**src/rtl/gray_to_rgb565_expander_if.sv**
```systemverilog
// Custom-instruction bus between the CPU and the gray-to-RGB565 expander.
// master drives the instruction operands; slave returns the completion pulse and result.
interface gray_to_rgb565_expander_if;
    logic        start;
    logic [31:0] valueA;
    logic [31:0] valueB;
    logic [7:0]  iseId;
    logic        done;
    logic [31:0] result;

    modport master (
        output start,
        output valueA,
        output valueB,
        output iseId,
        input  done,
        input  result
    );

    modport slave (
        input  start,
        input  valueA,
        input  valueB,
        input  iseId,
        output done,
        output result
    );
endinterface

```
**src/rtl/gray_to_rgb565_expander.sv**
```systemverilog
// Expands four packed gray bytes to byte-swapped RGB565, with an optional saturating brightness
// offset. Pixels 0/1 are returned directly; pixels 2/3 wait in a one-entry buffer for FETCH.
module gray_to_rgb565_expander #(
    parameter logic [7:0] customInstructionId = 8'd0
) (
    input logic                       clock,
    input logic                       reset,
    gray_to_rgb565_expander_if.slave  ci
);

    typedef enum logic [1:0] {StIdle, StCalc, StResp} state_e;

    state_e      state_q, state_d;
    logic [31:0] gray_q, gray_d;
    logic [7:0]  offset_q, offset_d;
    logic [31:0] buf_q, buf_d;
    logic        buf_valid_q, buf_valid_d;
    logic [15:0] conv_count_q, conv_count_d;
    logic        done_q, done_d;
    logic [31:0] result_q, result_d;
    logic [15:0] pix [4];
    logic        is_my_ci;
    logic        unused_valueb;

    // Saturating brightness adjust, then packing into camera byte order {G[2:0],B,R,G[5:3]}.
    function automatic logic [15:0] expand_pixel(input logic [7:0] gray, input logic [7:0] offset);
        logic signed [9:0] sum;
        logic [7:0]        sat;
        logic [5:0]        g6;
        logic [4:0]        rb5;
        sum = $signed({2'b00, gray}) + $signed({{2{offset[7]}}, offset});
        if (sum < 0) begin
            sat = 8'd0;
        end else if (sum > 10'sd255) begin
            sat = 8'hFF;
        end else begin
            sat = sum[7:0];
        end
        g6  = sat[7:2];
        rb5 = sat[7:3];
        return {g6[2:0], rb5, rb5, g6[5:3]};
    endfunction

    assign is_my_ci      = ci.start & (ci.iseId == customInstructionId);
    assign unused_valueb = ^{ci.valueB[31:16], ci.valueB[7:2]};

    always_comb begin
        for (int k = 0; k < 4; k++) begin
            pix[k] = expand_pixel(gray_q[8*k +: 8], offset_q);
        end
    end

    always_comb begin
        state_d      = state_q;
        gray_d       = gray_q;
        offset_d     = offset_q;
        buf_d        = buf_q;
        buf_valid_d  = buf_valid_q;
        conv_count_d = conv_count_q;
        done_d       = 1'b0;
        result_d     = 32'd0;

        unique case (state_q)
            StIdle: begin
                if (is_my_ci) begin
                    unique case (ci.valueB[1:0])
                        2'd0: begin
                            gray_d   = ci.valueA;
                            offset_d = ci.valueB[15:8];
                            state_d  = StCalc;
                        end
                        2'd1: begin
                            done_d      = 1'b1;
                            result_d    = buf_valid_q ? buf_q : 32'd0;
                            buf_valid_d = 1'b0;
                            state_d     = StResp;
                        end
                        2'd2: begin
                            done_d   = 1'b1;
                            result_d = {conv_count_q, 15'd0, buf_valid_q};
                            state_d  = StResp;
                        end
                        default: begin
                            done_d       = 1'b1;
                            buf_valid_d  = 1'b0;
                            conv_count_d = 16'd0;
                            state_d      = StResp;
                        end
                    endcase
                end
            end
            StCalc: begin
                done_d       = 1'b1;
                result_d     = {pix[1], pix[0]};
                buf_d        = {pix[3], pix[2]};
                buf_valid_d  = 1'b1;
                conv_count_d = conv_count_q + 16'd1;
                state_d      = StResp;
            end
            StResp: begin
                // done_q/result_q are live this cycle; registers above already default to zero.
                state_d = StIdle;
            end
            default: begin
                state_d = StIdle;
            end
        endcase
    end

    always_ff @(posedge clock) begin
        if (reset) begin
            state_q      <= StIdle;
            gray_q       <= 32'd0;
            offset_q     <= 8'd0;
            buf_q        <= 32'd0;
            buf_valid_q  <= 1'b0;
            conv_count_q <= 16'd0;
            done_q       <= 1'b0;
            result_q     <= 32'd0;
        end else begin
            state_q      <= state_d;
            gray_q       <= gray_d;
            offset_q     <= offset_d;
            buf_q        <= buf_d;
            buf_valid_q  <= buf_valid_d;
            conv_count_q <= conv_count_d;
            done_q       <= done_d;
            result_q     <= result_d;
        end
    end

    assign ci.done   = done_q;
    assign ci.result = result_q;

endmodule

```
**src/flat_wrapper.sv**
```systemverilog
// flat-port wrapper written by rule: the top's interface ports become plain ports
module gray_to_rgb565_expander_flat 
#(
    parameter logic [7:0] customInstructionId = 8'd0
)
  (clock, reset, ci_start, ci_valueA, ci_valueB, ci_iseId, ci_done, ci_result);
  gray_to_rgb565_expander_if ci_i ();
  input logic clock;
  input logic reset;
  input wire logic [$bits(ci_i.start)-1:0] ci_start;
  input wire logic [$bits(ci_i.valueA)-1:0] ci_valueA;
  input wire logic [$bits(ci_i.valueB)-1:0] ci_valueB;
  input wire logic [$bits(ci_i.iseId)-1:0] ci_iseId;
  output wire logic [$bits(ci_i.done)-1:0] ci_done;
  output wire logic [$bits(ci_i.result)-1:0] ci_result;
  assign ci_i.start = ci_start;
  assign ci_i.valueA = ci_valueA;
  assign ci_i.valueB = ci_valueB;
  assign ci_i.iseId = ci_iseId;
  assign ci_done = ci_i.done;
  assign ci_result = ci_i.result;
  gray_to_rgb565_expander #(.customInstructionId(customInstructionId)) u_core (.clock(clock), .reset(reset), .ci(ci_i));
endmodule
```
**config.mk**
```make
export PLATFORM = sky130hd
export DESIGN_NAME = gray_to_rgb565_expander_flat
export DESIGN_NICKNAME = d
export VERILOG_FILES = /design/src/rtl/gray_to_rgb565_expander_if.sv /design/src/rtl/gray_to_rgb565_expander.sv /design/src/flat_wrapper.sv
export SDC_FILE = /design/constraint.sdc
export NUM_CORES = 1
export LEC_CHECK = 0
export CELL_PAD_IN_SITES_DETAIL_PLACEMENT = 0
export CELL_PAD_IN_SITES_GLOBAL_PLACEMENT = 1
export CORE_MARGIN = 10
export CORE_UTILIZATION = 49
export DETAILED_ROUTE_END_ITERATION = 12
export DONT_BUFFER_PORTS = 1
export PLACE_DENSITY = 0.87
export SYNTH_ARGS = -nofsm -noshare
export SYNTH_HDL_FRONTEND = slang
export SYNTH_SLANG_ARGS = --single-unit
```
**constraint.sdc**
```tcl
create_clock -name clock -period 5 [get_ports clock]
set_input_delay 0.75 -clock clock [delete_from_list [all_inputs] [get_ports clock]]
set_output_delay 0.75 -clock clock [all_outputs]
set_load 0.005 [all_outputs]
```
==> impl.org, run 1 <==
** Layout
- Antenna cell count :: 0
- For this run, the number of standard cells in the final layout without fillers is 822.
- Leaving out fill and tap cells, the most frequent cells in the layout are nand2_1, a21oi_1, dfxtp_1.
- Synth-to-layout area growth :: 5.47%
- Share of final-layout standard cells stronger than drive strength 1 :: 4.69%
- Fin nets :: 797
- Leading cell type in the layout, fill and taps excluded :: nand2_1

** Detailed routing
- The first routing iteration left 370 violations.
- Total wirelength of the detailed-routed design :: 14.9 mm
- In the final routing, the length of wire on met1 measures 6.76 mm.
- The routed design uses 6.92 mm of met2 wire.
- Count of unresolved DRC violations after routing :: 0
- The routed design uses 878 um of met3 wire.
- Vias post-DR :: 4862
- Average detailed-routed wire length per instance :: 18.1 um
- Once detail routing completed, the nets flagged for antenna violations numbered 0.
- Before antenna repair, the detailed router went through 5 iterations.
- Vias per cell :: 5.91
- Highest routed layer :: met4

** Clocking
- Clock latency of the later-clocked register in the worst-skew pair :: 0.36 ns
- In this run, CTS created clock tree buffers numbering 9.
- After clock tree synthesis, the setup repair step added 0 buffers.
- The H-tree was split into 3 levels.
- Root buf cell :: clkbuf_16
- Clock slew at reported path FFs :: 0.07 ns
- PostCTS Resize Cnt :: 0
- Number of buffers between clock root and the deepest sink :: 2
- For this design, the CTS-stage hold fixing added 0 buffers.
- CTS tree :: built
- CTS saw 95 sinks.

** Logic synthesis
- Leading cell types by total area after synthesis :: dfxtp_1, nand2_1, ha_1
- During synthesis, Yosys emitted a total of 0 warnings.
- Largest family of logic cells by synthesized area :: compound AO/OA/AOI/OAI gates
- Summing every instance area after synthesis gives 5580 sq um.
- Mux share of post-synthesis cell area :: 0.583%
- Summed over its instances, the top area cell type makes up 34.1% of the synthesized netlist area.
- Synthesis produced a netlist with a net count of 824.
- For this run, asynchronously set or reset flops after synthesis account for 0%.
- Prevailing post-synth register cell :: dfxtp_1
- Number of enable flip-flop cells after synthesis :: 0
- Fraction of the mapped netlist area in adder cells :: 10.6%
- Of the total synthesized cell area, the portion taken by XOR and XNOR cells is 2.83%.
- After synthesis, the netlist uses 59 different library cells.
- After synthesis, flip-flops and latches occupy 34.1% of the total area.
- Yosys reg bits :: 95
- The synthesized netlist devotes 26.8% of its cell area to compound gates.
- Of the total synthesized cell area, the portion taken by AND, OR, NAND and NOR gates is 20.4%.
- Avg Synthesized Cell Area :: 7.93 sq um
- Of all cell types, the one taking the most synthesized area is dfxtp_1.
- Counting every instance in the synthesized netlist gives 704.

** Timing
- For this run, the top clock speed supported by timing is 351 MHz.
- Unrepaired setup endpoints after global routing :: false
- In the finished design, the share of the clock period the worst path needs comes to 56.9%.
- In the final timing run, aggregate negative setup slack is 0 ns.
- Worst slew pin tran :: 0.657 ns
- Rel. slew slack :: 56.2%
- The final hold violation count came to 0.
- The clock period could shrink to 2.85 ns.
- On the final layout, the worst hold slack is 0.459 ns.
- Setup violations remaining at the end of the flow were counted as 0.
- Worst Clk Skew :: 0.0115 ns
- Setup slack of the critical path after layout :: 2.15 ns
- The number of pins with negative max-slew slack in the final report came to 0.

** Job
- Max capacitance violation total :: 0

** Die
- Die Area :: 16100 sq um
- Starting density of the core :: 50.8%
- Row count :: 38
- DIE HEIGHT :: 127 um
- In this run the count of I/O pins placed on the die edge is 108.
- The region available for standard cell placement spans 11000 sq um.
- DIE WIDTH :: 127 um

** Global routing
- Pin count of the biggest net entering global routing :: 83
- For this run the aggregate overflow at the end of global routing stands at 0.
- Wire length of the first global-routing pass :: 24.1 mm
- The number of antenna violations at the first check in global routing came to 0.
- Overall fraction of global-route tracks in use :: 18.3%
- Via count of the first global-routing pass :: 4725

** Critical path
- Req. time, crit path :: 5.22 ns
- The signal on the critical path passes through inv_1 -> fa_1 -> nor2b_1 -> o31a_1 -> o22ai_1 -> mux2_2 -> a32oi_1 -> a21oi_1.
- Worst-path maximum fanout :: 8
- The largest individual stage delay along the critical path comes from the cell dfxtp_1.
- Kind of launch point of the worst setup path :: flop
- Type of the worst setup path :: reg -> reg
- Worst path arrival time :: 3.06 ns
- On the worst path, the slowest cell contributes a delay of 0.64 ns.
- Kind of end point of the critical path :: flop

** Place
- DP Cell Count :: 806
- The count of buffers added on input and output ports is 0.
- Weighted congestion reported at the end of routability-driven placement :: 0.897
- DP Wirelength :: 11.0 mm
- At the placement stage, the worst setup path has a slack of 2.15 ns.

** Pwr
- IR analysis of the VDD net gives a maximum drop of 0.259 mV.
- Static leakage :: 0.00233 uW
- Total chip power :: 1460 uW
- Power spread over the standard cell area amounts to 248 nW/um^2.

** Worst hold path
- Tightest Hold Check Type :: reg -> reg

** Status
- The flow ran to the end, and the final reports show no timing, DRC or antenna violations.
==> registers in the layout, summed over array words and instances (netlist names) <==
| signal | cells |
|---|---|
| u_core.ci.result | 23 |
| u_core.conv_count_q | 16 |
| u_core.gray_q | 32 |
| u_core.buf_q | 12 |
| u_core.buf_valid_q | 1 |
| u_core.state_q | 2 |
| u_core.ci.done | 1 |
| u_core.offset_q | 8 |
==> cell type report <==
| cell class | instances | area (sq um) |
|---|---|---|
| multi-input cells | 550 | 3410 |
| clock buffers | 10 | 229 |
| clock inverters | 6 | 67.6 |
| fillers | 1057 | 5100 |
| well taps | 140 | 175 |
| inverters | 16 | 60.1 |
| repair buffers | 5 | 37.5 |
| flip-flops and latches | 95 | 1900 |
==> synth_stat cells, drive strengths merged, types with 11 or more instances <==
cell type,count
nand2,140
a21oi,101
dfxtp,95
ha,41
nor2,35
o21ai,30
clkbuf,27
a21o,18
buf,16
inv,16
nand3,15
nor3,12
a221oi,11
o21a,11
==> final timing paths <==
kind,depth (start not counted),from,slack (ns),to
min,2,u_core.gray_q[11],0.46,u_core.gray_q[11]
max reg2reg,8,u_core.offset_q[1],2.15,u_core.ci.result[22]
min reg2reg,2,u_core.gray_q[11],0.46,u_core.gray_q[11]
max,8,u_core.offset_q[1],2.15,u_core.ci.result[22]
==> worst max-delay path: cells and delay by family (launching register included) <==
kind	cells	cell delay (ns)
AO/OA/AOI/OAI	4	0.93
flip-flops	1	0.64
multiplexers	1	0.30
AND/OR/NAND/NOR	1	0.16
buffers and inverters	1	0.20
adder cells (fa/ha/maj)	1	0.49
==> power breakdown <==
group	switching (uW)	internal [uW]	leakage, uW	total, uW
combinational	7.16	4.03	0.00142	11.2
clock	303	390	0.000139	693
sequential	0.169	756	0.000765	757
total	310	1150	0.00233	1460
==> stage by stage <==
step | utilization, % | cell area, sq um
5_1_grt | 53.6 | 5890
3_3_place_gp | 50.9 | 5590
2_1_floorplan | - | 5580
4_1_cts | 53.6 | 5890
3_5_place_dp | 50.9 | 5590
6_report | 53.6 | 5890
==> metal layers <==
metal  up-vias  track usage (%)
met5         -                0
met4         0             6.63
met3        18             5.33
met2       114             29.5
met1      2279             22.6
li1       2451                -
==> logic make-up (layout without fill, tap and decap cells) <==
| kind of cell | count (synthesis) | count (layout) |
|---|---|---|
| and+or+nand+nor | 252 | 252 |
| buffers and inverters | 59 | 37 |
| AOI/OAI and AO/OA | 232 | 232 |
| DFF | 95 | 95 |
| adders and majority gates | 45 | 45 |
| xor gates and xnor gates | 18 | 18 |
| muxes | 3 | 3 |
No activity file was read; power rests on OpenSTA's default activity.
==> run 2, diff against run 1 <==
--- a/config.mk
+++ b/config.mk
@@ -5,13 +5,14 @@
 export SDC_FILE = /design/constraint.sdc
 export NUM_CORES = 1
 export LEC_CHECK = 0
+export ABC_AREA = 1
 export CELL_PAD_IN_SITES_DETAIL_PLACEMENT = 0
 export CELL_PAD_IN_SITES_GLOBAL_PLACEMENT = 1
 export CORE_MARGIN = 10
-export CORE_UTILIZATION = 49
+export CORE_UTILIZATION = 41
 export DETAILED_ROUTE_END_ITERATION = 12
 export DONT_BUFFER_PORTS = 1
-export PLACE_DENSITY = 0.87
+export PLACE_DENSITY = 0.81
 export SYNTH_ARGS = -nofsm -noshare
 export SYNTH_HDL_FRONTEND = slang
 export SYNTH_SLANG_ARGS = --single-unit
==> constraint.sdc (replaced) <==
create_clock -name clock -period 2.3 [get_ports clock]
set_input_delay 0.345 -clock clock [delete_from_list [all_inputs] [get_ports clock]]
set_output_delay 0.345 -clock clock [all_outputs]
set_load 0.005 [all_outputs]
==> run 2 against run 1 <==
Compared with the run above: final area rose by 8.3%; utilization fell by 7.8 points; total power rose by 120%; fmax rose by 35%; clock-buffer cell count fell by 1; non-clock buffer count rose by 10; area after synthesis rose by 5.1%; global-route usage fell by 2.4 points; register-to-register slack got worse by 2.0 ns; clock skew fell by 0.0034 ns; synthesized cell count rose by 24%; wire length rose by 5.0%; critical path type unchanged.
==> impl.org, run 2 <==
** Die
- The core area came to 13900 sq um (+27%).
- The horizontal die dimension is 140 um (+10%).
- Starting density of the core :: 42.1% (-8.7 points)
- The area of the die came to 19500 sq um (+21%).
- Row count :: 43 (+13%)
- Number of primary I/O pins :: 108 (unchanged)
- DIE HEIGHT :: 140 um (+10%)

** Place
- The quantity of I/O buffers inserted on ports came to 0 (unchanged).
- Weighted congestion reported at the end of routability-driven placement :: 0.847 (-5.6%)
- DP Area :: 6040 sq um (+8.0%)
- The cell total after placement was 1029 (+28%).
- Placement-stage worst setup slack :: 0.0952 ns (-2.05 ns)
- DP Wirelength :: 12.0 mm (+8.6%)

** Detailed routing
- The antenna violation net count after detailed routing was 0 (unchanged).
- Vias per cell :: 5.06 (-14%)
- Average detailed-routed wire length per instance :: 14.9 um (-17%)
- Initial DRC Count :: 393 (+6.2%)
- TritonRoute pass-1 iters :: 5 (unchanged)
- The via count was 5291 (+8.8%).
- The DRC violation count after routing is 0 (unchanged).
- Total wirelength of the detailed-routed design :: 15.6 mm (+5.0%)

** Logic synthesis
- Cell taking the most area after synthesis :: dfxtp_1
- The cell area after synthesis is 5860 sq um (+5.1%).
- Syn nets :: 992 (+20%)
- The number of synthesized register bits was 95 (unchanged).
- Number of warnings printed during yosys synthesis :: 0 (unchanged)
- Yosys instantiated no cell more often than nand2_1.
- The sequential-to-total area share from yosys stat was 32.4% (-1.6 points).
- Async S/R FF share, synth :: 0% (unchanged)
- Number of enable flip-flop cells after synthesis :: 0 (unchanged)
- Avg Synthesized Cell Area :: 6.72 sq um (-15%)
- Leading cell types by total area after synthesis :: dfxtp_1, nand2_1, ha_1
- Top post-synthesis cells by count :: nand2_1, nor2_1, nand3_1, dfxtp_1, inv_1
- Unique masters post-synth :: 30 (-49%)
- Prevailing post-synth register cell :: dfxtp_1
- Number of standard cells after synthesis :: 872 (+24%)
- Area share of the largest cell type after synthesis :: 32.4% (-1.6 points)

** Timing
- The worst clock skew was 0.00812 ns (-0.00335 ns).
- The relative max-transition margin is 65.0% (+8.8 points).
- Setup repair after global routing could not meet its margin everywhere.
- The tightest hold margin came to 0.0515 ns (-0.408 ns).
- The final number of setup-violating endpoints came to 0 (unchanged).
- Final number of max-transition violations :: 0 (unchanged)
- The final worst-path cycle share was 91.7% (+35 points).
- FMAX :: 474 MHz (+35%)
- The final hold violation count is 0 (unchanged).
- The final critical path time including I/O delays and setup was 2.11 ns (-0.739 ns).
- The pin slew with the least headroom to its limit came to 0.525 ns (-0.132 ns).
- The aggregate negative setup slack is 0 ns (unchanged).
- The final worst-path setup slack is 0.192 ns (-1.96 ns).

** Pwr
- Static leakage :: 0.00292 uW (+25%)
- Pwr/cell area :: 512 nW/um^2 (+110%)
- Worst VDD drop :: 0.331 mV (+28%)

** Layout
- The number of standard cells in the layout, taps in and fillers out came to 1045 (+27%).
- Leaving out fill and tap cells, the most frequent cells in the layout are nand2_1, nor2_1, nand3_1.
- Fillers :: 1511 (+43%)
- Leaving out fill and tap cells, the most frequent cell in the layout is nand2_1.
- Fin nets :: 980 (+23%)
- Synth-to-layout area growth :: 8.71%
- Sequential Area :: 1910 sq um (+0.20%)
- Share of final-layout standard cells stronger than drive strength 1 :: 6.59% (+1.9 points)
- The area of the multi-input gates came to 3470 sq um (+1.6%).
- Post-route standard cell area excluding fillers :: 6370 sq um (+8.3%)
- The register with the most flip-flops in the final layout is u_core.gray_q.
- Antenna cell count :: 0 (unchanged)
- The flip-flop count of the largest register, all copies and words added was 32 (unchanged).

** Critical path
- Type of the worst setup path :: reg -> reg
- STA classifies the critical path endpoint as a flop.
- Worst path slowest cell :: fa_1
- The required time of the critical path was 2.58 ns (-2.64 ns).
- Critical Path Most Common Cell :: nand3_1
- Worst path arrival time :: 2.39 ns (-0.67 ns)
- Chain of cells forming the critical path :: ha_1 -> fa_1 -> nand3_1 -> nand3_1 -> nand2_1 -> nand2_1 -> inv_1 -> nand3_1 -> nand3_1 -> nand2_1 -> a21oi_1
- Worst-path maximum fanout :: 6 (-2)
- The largest stage delay on the critical path was 0.44 ns (-0.20 ns).
- Kind of launch point of the worst setup path :: flop

** Clocking
- Clock latency of the later-clocked register in the worst-skew pair :: 0.35 ns (about the same)
- Root buf cell :: clkbuf_16
- The H-tree depth came to 3 (unchanged).
- The deepest clock path buffer count is 2 (unchanged).
- Clock slew at reported path FFs :: 0.07 ns (about the same)
- The number of sinks driven by the clock tree is 95 (unchanged).
- The number of buffers created by CTS came to 9 (unchanged).
- TritonCTS built the clock tree.

** Status
- Result of the run :: completed

** Global routing
- Number of antenna violations at the first check in global routing :: 0 (unchanged)
- The total global routing overflow was 0 (unchanged).
- The number of global-route vias before repair is 5054 (+7.0%).
- The overall fraction of global-route tracks in use was 15.9% (-2.4 points).
- The first-pass GRT wire length was 25.7 mm (+6.6%).
- Pin count of the biggest net entering global routing :: 46 (-45%)

** Job
- The number of maximum-capacitance constraint violations is 0 (unchanged).

** Worst hold path
- The min-delay analysis places its worst path in the category in -> reg.
-- run 2: path summary, 6_finish.rpt --
path                       from                   end  slack, ns  depth (start not counted)
max          u_core.offset_q[0]      u_core.buf_q[26]       0.19                         11
min                       reset  u_core.ci.result[25]       0.05                          1
max reg2reg  u_core.offset_q[0]      u_core.buf_q[26]       0.19                         11
min reg2reg    u_core.buf_q[13]      u_core.buf_q[13]       0.46                          2
-- run 2: final cells by class --
type | count | area share, %
Timing Repair Buffer | 15 | 2.16
Multi-Input combinational cell | 651 | 54.4
Sequential cell | 95 | 29.9
Clock buffer | 9 | 3.53
Tap cell | 180 | 3.53
Inverter | 88 | 5.18
Clock inverter | 7 | 1.26
-- run 2: metrics by stage --
step	utilization, %	power, uW
floorplan	-	1730
global placement	43.3	1740
detailed placement	43.3	1740
CTS	45.5	3310
global route	45.7	3370
finish	45.7	3260
-- run 2: per-layer routing --
| layer | share of wire (%) | track usage (%) | vias up |
|---|---|---|---|
| li1 | - | - | 2821 |
| met1 | 52 | 22.3 | 2347 |
| met2 | 43 | 24.3 | 115 |
| met3 | 4.7 | 3.37 | 8 |
| met4 | 0.78 | 3.15 | 0 |
| met5 | 0 | 0 | - |
-- run 2: timing repair --
| action | CTS | global route |
|---|---|---|
| endpoints found under the setup margin | 0 | 30 |
| gates resized for setup | 0 | 11 |
| hold endpoints to repair | 0 | 0 |
| hold buffers | 0 | 0 |
| buffers inserted | 0 | 0 |
-- run 2: where the power goes --
part	internal, uW	leakage [uW]	switching, uW
combinational	16.6	0.00200	38.8
sequential	1640	0.000766	0.465
clock	859	0.000148	705
-- run 2: worst max-delay path, delay by kind of cell, from the launching register on --
kind / cells / cell delay, ns
adder cells (fa/ha/maj): 2 / 0.73
AND/OR/NAND/NOR: 7 / 0.74
flip-flops: 1 / 0.37
buffers and inverters: 1 / 0.06
AO/OA/AOI/OAI: 1 / 0.13
-- run 2: kinds of logic (layout without fill, tap and decap cells) --
| family | Yosys count | after routing | share of synthesized area [%] |
|---|---|---|---|
| buffers and inverters | 126 | 119 | 8.96 |
| AO/OA/AOI/OAI | 142 | 142 | 13.0 |
| XOR/XNOR | 16 | 16 | 2.39 |
| AND/OR/NAND/NOR | 448 | 448 | 33.1 |
| adder cells (fa/ha/maj) | 45 | 45 | 10.1 |
| flip-flops | 95 | 95 | 32.4 |
==> run 3, diff against run 2 <==
--- a/config.mk
+++ b/config.mk
@@ -6,13 +6,13 @@
 export NUM_CORES = 1
 export LEC_CHECK = 0
 export ABC_AREA = 1
-export CELL_PAD_IN_SITES_DETAIL_PLACEMENT = 0
-export CELL_PAD_IN_SITES_GLOBAL_PLACEMENT = 1
+export CELL_PAD_IN_SITES_DETAIL_PLACEMENT = 2
+export CELL_PAD_IN_SITES_GLOBAL_PLACEMENT = 2
 export CORE_MARGIN = 10
-export CORE_UTILIZATION = 41
+export CORE_UTILIZATION = 31
 export DETAILED_ROUTE_END_ITERATION = 12
 export DONT_BUFFER_PORTS = 1
-export PLACE_DENSITY = 0.81
+export PLACE_DENSITY = 0.79
 export SYNTH_ARGS = -nofsm -noshare
 export SYNTH_HDL_FRONTEND = slang
 export SYNTH_SLANG_ARGS = --single-unit
==> constraint.sdc (replaced) <==
create_clock -name clock -period 1.7 [get_ports clock]
set_input_delay 0.255 -clock clock [delete_from_list [all_inputs] [get_ports clock]]
set_output_delay 0.255 -clock clock [all_outputs]
set_load 0.005 [all_outputs]
==> run 3 against run 2 <==
Compared with the run above: the flow now finishes with violations (hold timing, setup timing); combinational power increased by 96%; final area grew 39%; total power up 48%.
==> impl.org, run 3 (synthesis gave the netlist of run 2 again) <==
** Critical path
- STA classifies the critical path startpoint as a flop.
- Type of the worst setup path :: reg -> reg
- The required time of the critical path came to 1.96 ns (-0.62 ns).
- STA classifies the critical path endpoint as a flop.
- Worst path arrival time :: 2.70 ns (+0.31 ns)
- Worst path slowest cell :: dfxtp_4
- The top fanout value on the critical path was 6 (unchanged).
- By instance count, the cell type seen most on the critical path is nand2_2.
- The largest stage delay on the critical path is 0.41 ns (-0.03 ns).
- The critical path goes through buf_6 -> ha_4 -> buf_6 -> nand2_2 -> inv_2 -> nand2_2 -> inv_2 -> nand2_2 -> nand2_2 -> nand4_1 -> nand3_2 -> nand2_1 -> a21oi_1.

** Timing
- FMAX :: 410 MHz (-14%)
- The final worst-path cycle share came to 143% (+52 points).
- The final number of setup-violating endpoints was 50 (+50).
- Final hold violation count :: 43 (+43)
- Worst slew pin tran :: 0.414 ns (-0.110 ns)
- The final worst-path setup slack came to -0.738 ns (-0.930 ns).
- The tightest hold margin came to -0.0821 ns (-0.134 ns).
- Post-route minimum period :: 2.44 ns (+0.330 ns)
- The number of pins with negative max-slew slack in the final report is 0 (unchanged).
- The worst clock skew was 0.0157 ns (+0.00754 ns).
- The relative max-transition margin was 72.2% (+7.2 points).
- Unrepaired setup endpoints after global routing :: true
- Total negative setup slack :: -20.68 ns (-20.68 ns)

** Layout
- Leading cell type in the layout, fill and taps excluded :: buf_4
- Leaving out fill and tap cells, the most frequent cells in the layout are buf_4, nand2_1, nor2_1.
- The final instance area was 8830 sq um (+39%).
- The post-layout net count was 1121 (+14%).
- Fillers :: 2069 (+37%)
- Register name with the most flops :: u_core.gray_q
- The layout cell share with drive strength beyond 1 was 40.0% (+33 points).
- The flip-flop count of the largest register, all copies and words added is 32 (unchanged).
- Synth-to-layout area growth :: 50.7%

** Global routing
- The number of global-route vias before repair was 7468 (+48%).
- Overall fraction of global-route tracks in use :: 23.9% (+8.0 points)
- Number of antenna violations at the first check in global routing :: 1 (+1)
- The total global routing overflow was 0 (unchanged).
- Pin count of the biggest net entering global routing :: 46 (unchanged)
- Wire length of the first global-routing pass :: 45.3 mm (+76%)

** Pwr
- Pwr/cell area :: 547 nW/um^2 (+6.8%)
- Static leakage :: 0.00406 uW (+39%)
- Worst VDD drop :: 0.517 mV (+56%)
- The total chip power was 4830 uW (+48%).

** Clocking
- Root buf cell :: clkbuf_16
- Max H-tree Level :: 3 (unchanged)
- The clock-pin slew on the worst setup and hold paths came to 0.09 ns (+0.02 ns).
- CTS tree :: built
- The number of buffers created by CTS is 9 (unchanged).
- Clock latency of the later-clocked register in the worst-skew pair :: 0.39 ns (+0.04 ns)
- Number of buffers between clock root and the deepest sink :: 2 (unchanged)
- CTS sink cnt :: 95 (unchanged)

** Detailed routing
- The detailed-route vias per instance was 5.98 (+18%).
- The overall routed net length was 40.5 mm (+160%).
- TritonRoute pass-1 iters :: 5 (unchanged)
- The number of DRC markers in iteration 0 is 411 (+4.6%).
- The average detailed-routed wire length per instance came to 32.6 um (+120%).
- Antenna violation net count after detailed routing :: 0 (unchanged)
- The met3 routed wirelength came to 2.33 mm (+220%).
- The met2 routed wirelength is 20.0 mm (+200%).
- The wire length on met1 was 14.5 mm (+79%).
- Vias post-DR :: 7423 (+40%)
- Highest routed layer :: met4
- The DRC violation count after routing is 0 (unchanged).

** Die
- DIE HEIGHT :: 158 um (+13%)
- The horizontal die dimension came to 158 um (+13%).
- Starting density of the core :: 31.4% (-11 points)
- The area of the die came to 24800 sq um (+27%).
- The core area is 18600 sq um (+34%).
- Row count :: 50 (+16%)
- Number of primary I/O pins :: 108 (unchanged)

** Place
- The total placed instance area is 6950 sq um (+15%).
- Port Buffers :: 0 (unchanged)
- Placement-stage worst setup slack :: -0.409 ns (-0.504 ns)
- The post-DP HPWL is 18.8 mm (+56%).
- The placer's final routability congestion estimate is 0.819 (-3.2%).

** Worst hold path
- The path class of the tightest hold or removal check is in -> reg.

** Status
- Result of the run :: finished, violations left
- Violations in the final reports :: hold timing, setup timing

** Job
- Max capacitance violation total :: 0 (unchanged)
run 3: worst max-delay path: cells and delay by family (launching register included):
| family | cells | cell delay (ns) |
|---|---|---|
| simple gates | 7 | 0.80 |
| buf+inv | 4 | 0.41 |
| flops | 1 | 0.41 |
| compound gates | 1 | 0.37 |
| fa+ha+maj | 1 | 0.32 |
run 3: where the power goes:
part	total (uW)	switching [uW]	leakage (uW)	internal, uW
clock	2500	1230	0.000163	1270
sequential	2210	1.14	0.000773	2210
combinational	109	74.3	0.00313	35.1
total	4830	1310	0.00406	3520
run 3: layout make-up:
cell class | instances | area [sq um] | share of cell area, %
clock buffer | 10 | 250 | 2.83
inverter | 88 | 334 | 3.78
timing repair buffer | 156 | 1350 | 15.3
clock inverter | 6 | 78.8 | 0.892
antenna | 1 | 2.50 | 0.0283
multi-input combinational | 651 | 4600 | 52.0
sequential | 95 | 1930 | 21.9
tap | 234 | 293 | 3.31
run 3: through the flow:
stage	hold slack (ns)	util, %	cells
2_1_floorplan	0.389	-	872
3_3_place_gp	0.338	37.3	1179
3_5_place_dp	0.340	37.3	1179
4_1_cts	-0.0450	41.1	1206
5_1_grt	-0.0793	47.4	1240
6_report	-0.0821	47.4	1241
run 3: path summary, 6_finish.rpt:
path | slack, ns | to | startpoint | cells after the start
setup / recovery | -0.74 | u_core.buf_q[26] | u_core.offset_q[4] | 13
setup reg to reg | -0.74 | u_core.buf_q[26] | u_core.offset_q[4] | 13
hold reg to reg | 0.51 | u_core.buf_q[13] | u_core.buf_q[13] | 2
hold / removal | -0.08 | u_core.buf_q[11] | reset | 1
run 3: repair_timing:
item,4_1_cts,5_1_grt
endpoints found under the setup margin,36,79
pin swaps,22,62
setup buffers,11,31
endpoints found under the hold margin,42,42
cloned,0,2
resized for setup,65,206
run 3: layer usage:
layer	GRT usage, %	vias to the layer above
met5	0	-
met4	11.7	0
met3	4.56	207
met2	43.9	419
met1	25.5	3689
li1	-	3108
